[src/rtl/jtlabrun_romarb_pkg.sv]
// Shared types and defaults for the Labyrinth Runner SDRAM read arbiter.
// Holds the sequencer states, the owner encoding and the default SDRAM offsets.
package jtlabrun_romarb_pkg;

    typedef enum logic [1:0] {
        IDLE      = 2'd0,
        WAIT_ACK  = 2'd1,
        WAIT_DATA = 2'd2
    } state_e;

    typedef enum logic {
        GFX  = 1'b0,
        MAIN = 1'b1
    } owner_e;

    localparam logic [21:0] GFX_OFFSET_DEF  = 22'h1_0000;
    localparam logic [21:0] MAIN_OFFSET_DEF = 22'h0;
    localparam int          STARVE_MAX_DEF  = 4;

    // SDRAM word address of a requester word; the sum wraps modulo 2^22.
    function automatic logic [21:0] sdram_word_addr(input logic [21:0] offset,
                                                    input logic [21:0] word);
        return offset + word;
    endfunction

endpackage

[src/rtl/jtlabrun_romarb_cache.sv]
// One-entry read cache: the tag, 16-bit word and valid flag of the last fill.
// The hit output compares the registered tag against the live lookup address.
module jtlabrun_romarb_cache #(
    parameter int AW = 17
) (
    input  logic          clk,
    input  logic          rst,
    input  logic          inval_i,
    input  logic          fill_i,
    input  logic [AW-1:0] fill_addr_i,
    input  logic [15:0]   fill_data_i,
    input  logic [AW-1:0] lookup_addr_i,
    output logic          hit_o,
    output logic [15:0]   data_o
);

    logic          valid_q;
    logic [AW-1:0] tag_q;
    logic [15:0]   data_q;

    // NOTE: the data word is reset along with the flags because it drives an
    // output port directly and must read as zero while reset is held.
    always_ff @(posedge clk or negedge rst) begin
        if (!rst) begin
            valid_q <= 1'b0;
            tag_q   <= '0;
            data_q  <= '0;
        end else if (inval_i) begin
            valid_q <= 1'b0;
        end else if (fill_i) begin
            valid_q <= 1'b1;
            tag_q   <= fill_addr_i;
            data_q  <= fill_data_i;
        end
    end

    assign hit_o  = valid_q && (tag_q == lookup_addr_i);
    assign data_o = data_q;

endmodule

[src/rtl/jtlabrun_romarb.sv]
// Shares the single SDRAM read port between the gfx fetcher and the main CPU
// ROM. Each side has a one-entry cache, and a small FSM sequences req/ack/data.
module jtlabrun_romarb
    import jtlabrun_romarb_pkg::*;
#(
    parameter int          GFX_AW      = 17,
    parameter int          MAIN_AW     = 17,
    parameter logic [21:0] GFX_OFFSET  = GFX_OFFSET_DEF,
    parameter logic [21:0] MAIN_OFFSET = MAIN_OFFSET_DEF,
    parameter int          STARVE_MAX  = STARVE_MAX_DEF
) (
    input  logic               clk,
    input  logic               rst,
    input  logic               downloading,
    input  logic               gfx_cs,
    input  logic [GFX_AW-1:0]  gfx_addr,
    output logic [15:0]        gfx_data,
    output logic               gfx_ok,
    input  logic               main_cs,
    input  logic [MAIN_AW-1:0] main_addr,
    output logic [7:0]         main_data,
    output logic               main_ok,
    output logic               sdram_req,
    output logic [21:0]        sdram_addr,
    input  logic               sdram_ack,
    input  logic               data_rdy,
    input  logic [15:0]        data_read
);

    localparam int MWW = MAIN_AW - 1;
    localparam int IAW = (GFX_AW > MWW) ? GFX_AW : MWW;
    localparam int SW  = $clog2(STARVE_MAX + 1);

    state_e          state_q;
    owner_e          owner_q;
    logic            sdram_req_q;
    logic [21:0]     sdram_addr_q;
    logic [IAW-1:0]  issue_addr_q;
    logic [SW-1:0]   starve_q;

    logic [MWW-1:0]  main_word;
    logic            gfx_hit, main_hit, gfx_miss, main_miss;
    logic [15:0]     gfx_word, main_word_data;
    logic            fill_now, gfx_fill, main_fill;
    logic            grant_main_d;
    logic [21:0]     req_addr_d;
    logic [IAW-1:0]  issue_addr_d;

    assign main_word = main_addr[MAIN_AW-1:1];

    // The fill uses the issued address as tag, so a requester that moved on
    // while its request was in flight still misses afterwards.
    assign fill_now  = (state_q == WAIT_DATA) && data_rdy && !downloading;
    assign gfx_fill  = fill_now && (owner_q == GFX);
    assign main_fill = fill_now && (owner_q == MAIN);

    jtlabrun_romarb_cache #(.AW(GFX_AW)) u_gfx_cache (
        .clk           (clk),
        .rst           (rst),
        .inval_i       (downloading),
        .fill_i        (gfx_fill),
        .fill_addr_i   (issue_addr_q[GFX_AW-1:0]),
        .fill_data_i   (data_read),
        .lookup_addr_i (gfx_addr),
        .hit_o         (gfx_hit),
        .data_o        (gfx_word)
    );

    jtlabrun_romarb_cache #(.AW(MWW)) u_main_cache (
        .clk           (clk),
        .rst           (rst),
        .inval_i       (downloading),
        .fill_i        (main_fill),
        .fill_addr_i   (issue_addr_q[MWW-1:0]),
        .fill_data_i   (data_read),
        .lookup_addr_i (main_word),
        .hit_o         (main_hit),
        .data_o        (main_word_data)
    );

    assign gfx_ok    = gfx_cs && gfx_hit;
    assign main_ok   = main_cs && main_hit;
    assign gfx_miss  = gfx_cs && !gfx_hit;
    assign main_miss = main_cs && !main_hit;
    assign gfx_data  = gfx_word;
    assign main_data = main_addr[0] ? main_word_data[15:8] : main_word_data[7:0];

    // NOTE: every signal gets a default before the conditional logic so no
    // path leaves it unassigned and no latch is inferred.
    always_comb begin
        grant_main_d = 1'b0;
        req_addr_d   = sdram_word_addr(GFX_OFFSET, 22'(gfx_addr));
        issue_addr_d = IAW'(gfx_addr);
        if (main_miss && (!gfx_miss || (starve_q >= SW'(STARVE_MAX)))) begin
            grant_main_d = 1'b1;
            req_addr_d   = sdram_word_addr(MAIN_OFFSET, 22'(main_word));
            issue_addr_d = IAW'(main_word);
        end
    end

    // NOTE: non-blocking assignments keep every register reading the values
    // from before the edge, independent of statement order.
    always_ff @(posedge clk or negedge rst) begin
        if (!rst) begin
            state_q      <= IDLE;
            owner_q      <= GFX;
            sdram_req_q  <= 1'b0;
            sdram_addr_q <= '0;
            issue_addr_q <= '0;
            starve_q     <= '0;
        end else if (downloading) begin
            state_q     <= IDLE;
            sdram_req_q <= 1'b0;
            starve_q    <= '0;
        end else begin
            case (state_q)
                IDLE: begin
                    if (gfx_miss || main_miss) begin
                        owner_q      <= grant_main_d ? MAIN : GFX;
                        sdram_addr_q <= req_addr_d;
                        issue_addr_q <= issue_addr_d;
                        sdram_req_q  <= 1'b1;
                        state_q      <= WAIT_ACK;
                        if (grant_main_d) begin
                            starve_q <= '0;
                        end else if (main_miss) begin
                            starve_q <= starve_q + SW'(1);
                        end
                    end
                end
                WAIT_ACK: begin
                    if (sdram_ack) begin
                        sdram_req_q <= 1'b0;
                        state_q     <= WAIT_DATA;
                    end
                end
                WAIT_DATA: begin
                    if (data_rdy) begin
                        state_q <= IDLE;
                    end
                end
                default: state_q <= IDLE;
            endcase
        end
    end

    assign sdram_req  = sdram_req_q;
    assign sdram_addr = sdram_addr_q;

endmodule

[config.mk]
export PLATFORM = sky130hd
export DESIGN_NAME = jtlabrun_romarb
export DESIGN_NICKNAME = d
export VERILOG_FILES = /design/src/rtl/jtlabrun_romarb_pkg.sv /design/src/rtl/jtlabrun_romarb_cache.sv /design/src/rtl/jtlabrun_romarb.sv
export SDC_FILE = /design/constraint.sdc
export NUM_CORES = 1
export LEC_CHECK = 0
export BUFFER_PORTS_ARGS = -buffer_cell sky130_fd_sc_hd__buf_2
export CAP_MARGIN = 20
export CORE_AREA = 2 2 113 88
export DETAILED_ROUTE_END_ITERATION = 12
export DIE_AREA = 0 0 115 90
export GPL_ROUTABILITY_DRIVEN = 0
export PLACE_DENSITY = 0.85
export SETUP_SLACK_MARGIN = 0.05
export SLEW_MARGIN = 30
export SYNTH_ARGS = -nofsm -noshare
export SYNTH_HDL_FRONTEND = slang
export SYNTH_SLANG_ARGS = --single-unit
export TNS_END_PERCENT = 50
[constraint.sdc]
create_clock -name clk -period 2.75 [get_ports clk]
set_input_delay 0.1375 -clock clk [delete_from_list [all_inputs] [get_ports clk]]
set_output_delay 0.1375 -clock clk [all_outputs]
set_load 0.02 [all_outputs]
---- Word level (Yosys, flattened, before mapping) ----
Index checks and enable logic that the tools add are counted.
word-level totals
  bits in registers ....................... 113
  output and inout port bits .............. 49
  input port bits ......................... 57
  logic and storage cells ................. 77
cells by class
  $add $sub $neg .......................... 2
  $lt $le $gt $ge ......................... 1
  eq/ne operators ......................... 7
  reduce and logical (&&, ||, !) cells .... 30
  bitwise operators ....................... 2
  mux-type cells .......................... 23
operator list
  operator                                                  number
  adder 17 x 17 -> 18 bit, first input constant             1
  2-to-1 mux 18 bit                                         1
  == test 17 bit                                            1
  2-to-1 mux 17 bit                                         1
  == test 16 bit                                            1
  2-to-1 mux 3 bit                                          5
  AND reduction 3 bit                                       4
  logical AND 1 bit                                         11
  2-to-1 mux 1 bit                                          9
  != test 3 bit, second input constant                      3
  2-to-1 mux 2 bit                                          4
  2-to-1 mux 8 bit                                          1
  nonzero test 2 bit                                        4
  case mux 2 bit (3 select lines)                           1
  nonzero test 3 bit                                        2
  zero test 1 bit                                           4
  AND reduction 2 bit                                       2
  adder 3 x 1 -> 3 bit, second input constant               1
  greater-or-equal comparator 3 bit, second input constant  1
  == test 2 x 1 -> 1 bit, second input constant             1
  == test 2 bit, second input constant                      1
  zero test 2 bit                                           1
  logical OR 1 bit                                          2
  inverter 1 bit                                            2
  case mux 1 bit (2 select lines)                           1

---- Logic depth before layout (Yosys ltp) ----
  word-level depth ........................ 12
  depth in mapped cells ................... 8
  gate-level depth less buffers ........... 6

---- By module ----
Synthesis repeated with hierarchy kept, for this count alone.
second synthesis, totals
  cells, all modules ...................... 343
  area total of the unflattened synthesis .. 4,401.7 µm²
by module, submodules not included
  module                                times used  cells each  area each (µm²)  seq. area each (µm²)
  jtlabrun_romarb_cache (u_gfx_cache)   1           97          1,619.1          850.8
  jtlabrun_romarb_cache (u_main_cache)  1           94          1,420.1          825.8
  jtlabrun_romarb                       1           152         1,362.6          625.6

---- Least setup slack after synthesis ----
No wires, ideal clock.
  kind .................................... register -> register
  start point ............................. register u_main_cache.tag_q[13]
  end point ............................... register owner_q
  path buffers ............................ 1
  slack ................................... 0.709 ns
  data arrival time ....................... 1.914 ns
  period minus slack after synthesis ...... 2.041 ns
  cell stages (with the launch flop) ...... 8
  library setup time ...................... 0.128 ns
  required time ........................... 2.622 ns
  cell sequence ........................... dfrtp_1 > xor2_1 > nand2b_1 > nor4b_2 > a2111oi_4 > or2_1 > buf_4 > mux2_1
on the way
  word-level cells in the longest chain between the ends .. 7
  elaborated cells between the ends (all ways) .. 9
  classes of those cells .................. eq/ne: 1; mux: 2; reduce/logical: 6
ends and longest elaborated chain
  element                 line                         source
  start, declared         jtlabrun_romarb_cache.sv:18  logic [AW-1:0] tag_q;
  start signal, assigned  jtlabrun_romarb_cache.sv:32  tag_q <= fill_addr_i;
  == test 16 bit (*)      jtlabrun_romarb_cache.sv:37  assign hit_o = valid_q && (tag_q == lookup_addr_i);
  logical AND 1 bit (*)   jtlabrun_romarb_cache.sv:37
  zero test 1 bit (*)     jtlabrun_romarb.sv:84        assign main_miss = main_cs && !main_hit;
  logical AND 1 bit (*)   jtlabrun_romarb.sv:84
  logical AND 1 bit       jtlabrun_romarb.sv:94        if (main_miss && (!gfx_miss || (starve_q >= SW'(STARVE_MAX)))) begin
  2-to-1 mux 1 bit        jtlabrun_romarb.sv:94
  2-to-1 mux 1 bit        jtlabrun_romarb.sv:119       owner_q <= grant_main_d ? MAIN : GFX;
  end signal, assigned    jtlabrun_romarb.sv:119
  end, declared           jtlabrun_romarb.sv:35        owner_e owner_q;
Mark *: on every way between the ends. The rest lies on a longest branch, timed or not.
A chain may end at the register's enable or synchronous reset.

---- Final worst setup path ----
  start point ............................. register u_gfx_cache.tag_q[11]
  end point ............................... register issue_addr_q[11]
on the way
  word-level cells in the longest chain between the ends .. 8
  elaborated cells between the ends (all ways) .. 10
  classes of those cells .................. eq/ne: 1; mux: 1; reduce/logical: 8
ends and longest elaborated chain
  element                 line                         source
  start, declared         jtlabrun_romarb_cache.sv:18
  start signal, assigned  jtlabrun_romarb_cache.sv:32
  == test 17 bit (*)      jtlabrun_romarb_cache.sv:37
  logical AND 1 bit (*)   jtlabrun_romarb_cache.sv:37
  zero test 1 bit (*)     jtlabrun_romarb.sv:83        assign gfx_miss = gfx_cs && !gfx_hit;
  logical AND 1 bit (*)   jtlabrun_romarb.sv:83
  zero test 1 bit         jtlabrun_romarb.sv:94
  logical OR 1 bit        jtlabrun_romarb.sv:94
  logical AND 1 bit       jtlabrun_romarb.sv:94
  2-to-1 mux 17 bit       jtlabrun_romarb.sv:94
  end signal, assigned    jtlabrun_romarb.sv:121       issue_addr_q <= issue_addr_d;
  end, declared           jtlabrun_romarb.sv:38        logic [IAW-1:0] issue_addr_q;
Marked as above.

==> impl_metrics.toml <==
[route]
wl_per_cell_um = 19.6
drtIter0Drc = 323
ant_nets = 0
routed_wl_mm = 11.5
drt_pass1_iterations = 6
via_count = 3395
viasPerCell = 5.76
drc = 0

[layout]
area.growth.synth_to_final_pct = 21.3
layout-drive-gt1-share = 0.475
fill_cells = 777
nets = 527
multiInputGateArea_mm2 = 0.00209
register_area_mm2 = 0.00230
antenna_cells = 0

[worst_setup_path]
crit_start = "u_gfx_cache.tag_q[11]"
critPathKind = "flop to flop"
r2r_cells = 7
required_ns = 3.01
cp-endpoint = "issue_addr_q[11]"
startpoint_type = "flop"
crit_arrival_ns = 2.88
rr_endpoint = "issue_addr_q[11]"
r2r_start = "u_gfx_cache.tag_q[11]"
rrSetupSlack_ns = 0.13
cp_max_fo = 12
setup.worst_path.end_class = "flop"

[floorplan]
die-area_mm2 = 0.0104
core_region_area_mm2 = 0.00931
die-width_um = 115
initial_core_util = 0.484
ios = 106
die_h_um = 90
rows = 31

[clock_tree]
cts_tree = "yes"
cts_root_buf = "clkbuf_16"
clock_path_buffers = 2
clk_latency_ns = 0.35
cts_setup_buffers = 0
cts_sinks = 92
worst_setup_hold_path_clk_slew_ns = 0.07
h-tree-depth = 3
cts_buffers = 9

[logic_synthesis]
ys_seq_area_frac = 0.511
yosysWarnings = 0
synth_seq_cells = 92
synth_common_cells = "92 x dfrtp_1, 73 x mux2_2, 30 x xnor2_1"
syn_avg_cell_area_um2 = 12.3
synth_flop_cell = "dfrtp_1"
synth.most_common_cell = "dfrtp_1"
synth_area_leaders = "dfrtp_1 51%, mux2_2 18%, xnor2_1 5.8%"
syn-cell-area_mm2 = 0.00450
synth_async_sr_flop_share = 1.00
yosysTopAreaCell = "dfrtp_1"
synthDistinctLibCells = 40
synth_enable_flop_cells = 0
synthesis.instances = 365
synth.top_cell.area_share = 0.511

[placement]
hpwl_mm = 8.58
io_buffers = 101
dp_slack_ns = 0.213

[sta]
fin_tns_setup_ns = 0
fin_crit_ns = 2.62
fin_ws_ns = 0.128
worst_slew_pin_slew_ns = 0.720
skew_ns = 0.0131
rsz0062_at_grt = "no"
setup-violations-final = 0
hold_viol_final = 0
slew_viol_final = 0
post-route-period-util = 0.953
max_freq_mhz = 381
slew_headroom = 0.520

[global_route]
grt_max_degree = 58
grt_pass1_wl_mm = 18.6
grt_pass1_vias = 3555
track_usage = 0.235
gr-total-overflow = 0
antenna_found_initial = 0

[worst_hold_path]
hp-class = "input pin to flop"
worstHoldStart = "data_read[1]"

[power]
powerDensity_mw_per_mm2 = 790
p_leak_uw = 0.00253
p_total_uw = 4320
peakVddDrop_mv = 0.319

[run_status]
status = "complete, no violations"

[job]
cap_violations = 0
[how the worst min path moves through the flow]
stage	depth (start not counted)	slack (ns)	endpoint
floorplan	0	-0.16	issue_addr_q[0]
global placement	1	0.24	u_gfx_cache.data_o[0]
detailed placement	1	0.24	u_gfx_cache.tag_q[16]
CTS	2	0.03	u_gfx_cache.data_o[11]
global route	2	0.03	u_gfx_cache.data_o[1]
finish	2	0.03	u_gfx_cache.data_o[1]
[area by class of cell]
cell class | count | area share
tap | 115 | 0.0263
clock inverter | 6 | 0.0126
inverter | 4 | 0.00275
clock buffer | 10 | 0.0437
multi-input combinational | 248 | 0.382
timing repair buffer | 114 | 0.111
sequential | 92 | 0.421
[power by group]
part / switching, µW / internal (µW)
Clock: 541 / 737
Sequential: 219 / 1650
Combinational: 653 / 515
[cell families (layout without fill, tap and decap cells)]
logic type               Yosys count  in the layout  synth area share
flip-flops                        92             92             0.511
AND/OR/NAND/NOR                   80             80            0.0992
multiplexers                      76             76             0.190
AO/OA/AOI/OAI                     53             53            0.0978
XOR/XNOR                          34             34            0.0661
buffers and inverters             28            134            0.0322
adder cells (fa/ha/maj)            1              1           0.00278
other                              1              4          0.000833
[critical path, stage by stage (launching register included)]
cell,delay (ns)
dfrtp_1,0.39
xnor2_1,0.38
nand4_1,0.16
nor3_1,0.59
a21bo_1,0.48
buf_4,0.24
nand3_1,0.10
a31oi_2,0.20
[layer usage]
metal	track usage	vias to the layer above	share of wire
li1	-	1521	-
met1	0.326	1691	0.43
met2	0.348	155	0.46
met3	0.0796	28	0.088
met4	0.0763	0	0.017
met5	0	-	0
[state kept, by name, summed over array words and instances (netlist names), 2 cells and up]
name / flops
starve_q: 3
u_main_cache.data_o: 16
u_main_cache.tag_q: 16
state_q: 2
u_gfx_cache.tag_q: 17
u_gfx_cache.data_o: 16
issue_addr_q: 17
[placed cells by master (no fill, tap or decap), types with 2 or more instances in the layout]
cell type and n:
o21ai_1 21, buf_4 13, xor2_1 4, a31oi_2 16, mux2_2 73, nor2b_1 2, nand2_1 6, inv_1 4
buf_2 100, nor3_1 21, inv_6 3, mux2_1 2, clkbuf_16 9, xnor2_1 30, o21ai_0 2, dfrtp_1 92
nand3_1 18, nand4_1 14, a21oi_1 6, nor3b_1 2, or2_1 2, conb_1 4, nor2_1 6
[through the flow]
step	std cells	utilization	cell area (µm²)	hold slack, ns
after floorplan	368	-	4510	-0.158
after global placement	572	0.551	5130	0.235
after detailed placement	572	0.551	5130	0.240
after CTS	589	0.585	5450	0.0308
after global routing	589	0.587	5460	0.0255
final	589	0.587	5460	0.0348
[repair_timing]
action	in CTS	in global routing
gates resized for setup	0	1
hold buffers	1	0
hold endpoints to repair	55	0
setup endpoints to repair	0	6
Power figures use the tool's default switching activity.
